File: src/rtl/memblock_nport.sv
// Multi-read-port, single-write-port memory with byte-lane writes, optional registered reads,
// write-to-read bypass, hardwired-zero word 0 and a sequential clear engine gated by a ready flag.
module memblock_nport #(
    parameter  int WIDTH     = 32,
    parameter  int DEPTH     = 32,
    parameter  int NRD       = 2,
    parameter  int RD_REG    = 0,
    parameter  int BYPASS    = 1,
    parameter  int ZERO_REG0 = 1,
    localparam int AW        = $clog2(DEPTH)
) (
    input  logic                   clk,
    input  logic                   rst,
    input  logic [NRD*AW-1:0]      rd_addr,
    output logic [NRD*WIDTH-1:0]   rd_dout,
    input  logic                   we0,
    input  logic [AW-1:0]          wr_addr0,
    input  logic [WIDTH-1:0]       wr_din0,
    input  logic [WIDTH/8-1:0]     wr_be0,
    output logic                   ready,
    output logic                   wr_drop
);

    localparam int NB = WIDTH / 8;

    typedef enum logic {ST_CLEAR = 1'b0, ST_READY = 1'b1} state_t;

    state_t           state;
    state_t           state_next;
    logic [AW-1:0]    clr_cnt;
    logic [WIDTH-1:0] mem [DEPTH];
    logic             clearing;
    logic             wr_ok;

    function automatic logic addr_ok(input logic [AW-1:0] a);
        return (32'(a) < DEPTH) && !((ZERO_REG0 != 0) && (a == '0));
    endfunction

    function automatic logic [WIDTH-1:0] merge(input logic [WIDTH-1:0] old_w,
                                               input logic [WIDTH-1:0] din,
                                               input logic [NB-1:0]    be);
        logic [WIDTH-1:0] r;
        r = old_w;
        for (int i = 0; i < NB; i++) begin
            if (be[i]) r[8*i +: 8] = din[8*i +: 8];
        end
        return r;
    endfunction

    // A write request is taken only in READY outside reset; requests seen while
    // clearing are refused and flagged one cycle later on wr_drop.
    assign clearing = (state == ST_CLEAR) && rst;
    assign wr_ok    = (state == ST_READY) && rst && we0 && addr_ok(wr_addr0);

    always_ff @(posedge clk) begin
        if (!rst) state <= ST_CLEAR;
        else      state <= state_next;
    end

    always_comb begin
        state_next = state;
        if (state == ST_CLEAR && clr_cnt == AW'(DEPTH - 1)) state_next = ST_READY;
    end

    always_comb begin
        ready = (state == ST_READY);
    end

    always_ff @(posedge clk) begin
        if (!rst) begin
            clr_cnt <= '0;
            wr_drop <= 1'b0;
        end else begin
            wr_drop <= (state == ST_CLEAR) && we0;
            if (state == ST_CLEAR) clr_cnt <= clr_cnt + AW'(1);
        end
    end

    always_ff @(posedge clk) begin
        if (clearing)   mem[clr_cnt]  <= '0;
        else if (wr_ok) mem[wr_addr0] <= merge(mem[wr_addr0], wr_din0, wr_be0);
    end

    for (genvar k = 0; k < NRD; k++) begin : g_rd
        logic [AW-1:0]    ra;
        logic [WIDTH-1:0] val;

        assign ra = rd_addr[k*AW +: AW];

        always_comb begin
            val = '0;
            if (state == ST_READY && addr_ok(ra)) begin
                val = mem[ra];
                if (BYPASS != 0 && wr_ok && wr_addr0 == ra) val = merge(mem[ra], wr_din0, wr_be0);
            end
        end

        if (RD_REG != 0) begin : g_reg
            logic [WIDTH-1:0] q;
            always_ff @(posedge clk) begin
                if (!rst) q <= '0;
                else      q <= val;
            end
            assign rd_dout[k*WIDTH +: WIDTH] = q;
        end else begin : g_comb
            assign rd_dout[k*WIDTH +: WIDTH] = val;
        end
    end

endmodule
File: config.mk
export PLATFORM = sky130hd
export DESIGN_NAME = memblock_nport
export DESIGN_NICKNAME = d
export VERILOG_FILES = /design/src/rtl/memblock_nport.sv
export SDC_FILE = /design/constraint.sdc
export NUM_CORES = 1
export LEC_CHECK = 0
export BUFFER_PORTS_ARGS = -buffer_cell sky130_fd_sc_hd__buf_2
export CORE_UTILIZATION = 55
export CTS_BUF_LIST = sky130_fd_sc_hd__clkbuf_16
export DETAILED_ROUTE_END_ITERATION = 8
export PLACE_DENSITY = 0.82
export SKIP_CTS_REPAIR_TIMING = 1
export SYNTH_ARGS = -nofsm -noshare
export SYNTH_HDL_FRONTEND = slang
export SYNTH_SLANG_ARGS = --single-unit
File: constraint.sdc
create_clock -name clk -period 4.2 [get_ports clk]
set_input_delay 0.63 -clock clk [delete_from_list [all_inputs] [get_ports clk]]
set_output_delay 0.63 -clock clk [all_outputs]
set_load 0.005 [all_outputs]
==> results.yml <==
setup_path:
  crit_chain: "and3_1 -> a21boi_1 -> and4_1 -> nor2_1 -> a32o_1 -> buf_2"
  critPathRequiredTime_ns: 3.57
  critPathKind: "register to output pin"
  path_max_fanout: 8
  slowest_stage: "nor2_1"
  start_kind: "register"
  crit_path_end_kind: "output pin"
  cp.buffers_inverters: 1
  max_stage_delay_ns: 1.04
  critPathTopFamily: "simple AND/OR/NAND/NOR gates"
  worst_ep_arrival_time_ns: 3.28
grt:
  grt_pass1_vias: 31854
  grt_max_degree: 81
  antenna_found_initial: 11
  grt_pass1_wl_mm: 212
  grt_usage_pct: 32.5
  grt.overflow.total: 0
die:
  die_h_um: 301
  die-area_um2: 90400
  rows: 109
  ios: 120
  start_util_pct: 55.5
  dieWidth_um: 301
  coreArea_um2: 88400
pwr:
  clockPowerShare_pct: 40.3
  internal-power_w: 0.0165
  pwr-share-comb_pct: 7.1
  power_w: 0.0214
  ir_drop_mv: 0.387
  pwr-share-seq_pct: 52.6
  switching_share_pct: 22.6
  leakagePower_nw: 18.4
  power_density_nw_per_um2: 386
  p_switching_w: 0.00482
yosys:
  async_reset_ff_share_pct: 0
  syn_nets: 2763
  syn_area_um2: 49100
  syn_area_per_cell_um2: 18.1
  ys_seq_elements: 1031
  synth_top_area_cell: "edfxtp_1"
  syn_inst: 2707
  ys_warn_count: 0
  seq_area_frac_synth_pct: 62.9
  ys_top_cells_by_area: "edfxtp_1, mux4_2, mux2i_1, a22oi_1, a32o_1"
  synth.top_cell.area_share_pct: 62.7
  synth_edf_count: 1024
  yosys_most_used_dff: "edfxtp_1"
  ys_types: 56
timing:
  min_period_ns: 3.91
  period_share_pct: 93.0
  tightest_slew_ns: 1.40
  rsz0062_at_grt: "false"
  finalSetupTns_ns: 0
  fin_worst_skew_ns: 0.0343
  layout_setup_ws_ns: 0.293
  maxSlewViolCount: 0
  setup_viol: 0
  hold_viol: 0
  relSlewSlack_pct: 6.64
  fmax_mhz: 256
drt:
  vias_per_cell: 7.49
  first_pass_iters: 7
  via_count: 31168
  drc: 0
  ant_nets: 0
  drt_iter0_markers: 4721
  routed_wl_mm: 146
  post_drt_wl_per_cell_um: 35.1
layout:
  layout_commonest_cell: "edfxtp_1"
  nets: 2969
  syn_to_final_growth_pct: 12.8
  fin_cells: 4162
  layout_common_cells: "edfxtp_1, mux4_2, buf_4"
  drive_above_1_share_pct: 31.8
clock_network:
  cts.clk_slew.worst_paths_ns: 0.07
  cts-root-buf: "clkbuf_16"
  clk_latency_ns: 0.69
  cts_max_level: 3
  cts.sinks: 1031
  cts_buffers: 98
  cts_tree: "done"
  clockBufferDepth: 3
hold_path:
  hold_class: "input pin to register"
place:
  place_congestion: 0.932
  dp.cells: 3978
  io_buffers: 119
  pre_cts_ws_ns: 0.497
  hpwl_mm: 92.3
flow_run:
  cap_violations: 0
run_status:
  status: "complete, no violations"
-- sequential cells by signal, indices dropped and copies added (netlist names) --
signal / count
ready: 1
wr_drop: 1
mem: 1024
clr_cnt: 5
-- path summary, 6_finish.rpt --
path	start	to	slack [ns]	cells after the start
max	ready	rd_dout[49]	0.29	6
min	rst	ready	0.22	2
max reg2reg	ready	mem[9][20]	1.04	8
min reg2reg	clr_cnt[4]	clr_cnt[4]	0.65	2
-- power groups by stage --
stage               Sequential [W]  Combinational [W]  Clock (W)
CTS                         0.0112            0.00148    0.00862
global placement            0.0115            0.00144          0
finish                      0.0112            0.00152    0.00861
detailed placement          0.0115            0.00147          0
global route                0.0112            0.00155    0.00899
floorplan                   0.0115           0.000955          0
-- routing by layer --
layer,global-route usage [%],share of wire [%],vias to the layer above,wire length (µm)
li1,-,-,12077,-
met1,42.1,33,15685,48000
met2,50.0,47,2808,68000
met3,9.09,15,590,21300
met4,17.7,6.0,8,8800
met5,0,0.034,-,49
-- cells by family (layout without fill, tap and decap cells) --
| logic type | Yosys count | count (layout) | share of synthesized area (%) |
|---|---|---|---|
| DFF | 1031 | 1031 | 62.9 |
| and+or+nand+nor | 342 | 342 | 3.91 |
| buffers and inverters | 245 | 529 | 2.10 |
| muxes | 637 | 637 | 24.2 |
| adders and majority gates | 2 | 2 | 0.0510 |
| xor gates and xnor gates | 13 | 13 | 0.232 |
| other | 0 | 6 | 0 |
| AOI/OAI and AO/OA | 437 | 437 | 6.59 |
-- Yosys cell counts (5+ instances only) --
cell	n
a32o_1	62
nor3_1	67
a22oi_1	128
o211ai_1	59
buf_2	70
xnor2_1	8
nor2_1	83
nor2b_1	10
o21ai_0	45
nand2_1	17
a21oi_1	44
nand2b_1	23
xor2_1	5
buf_1	26
and2_1	8
o22ai_1	35
dfxtp_1	7
edfxtp_1	1024
o21bai_1	5
and3_1	37
a221oi_1	32
nand3b_1	57
nand3_1	12
clkbuf_1	138
mux4_2	438
inv_1	7
mux2i_1	198
or3_1	7
-- per-stage QoR --
stage | instance area (µm²) | hold WS [ns] | utilization, %
after floorplan | 49100 | 0.545 | -
after global placement | 52200 | 0.590 | 59.1
after detailed placement | 52200 | 0.616 | 59.1
after CTS | 55300 | 0.192 | 62.6
after global routing | 55300 | 0.244 | 62.6
final | 55300 | 0.224 | 62.6
-- worst register-to-register path, cell delays in order (launching register included) --
cell	delay [ns]
dfxtp_1	0.31
buf_4	0.18
nor2b_1	0.20
o21a_2	0.32
buf_4	0.29
a21oi_1	0.16
o22ai_1	0.93
nor2_1	0.22
buf_4	0.28
-- area by class of cell --
type	instances	area, µm²
clock inverters	77	557
diodes	6	15.0
flip-flops and latches	1031	30900
multi-input cells	1431	17200
fillers	5904	33000
clock buffers	101	2530
inverters	7	26.3
well taps	1165	1460
repair buffers	344	2660
(Power assumes the default switching activity.)
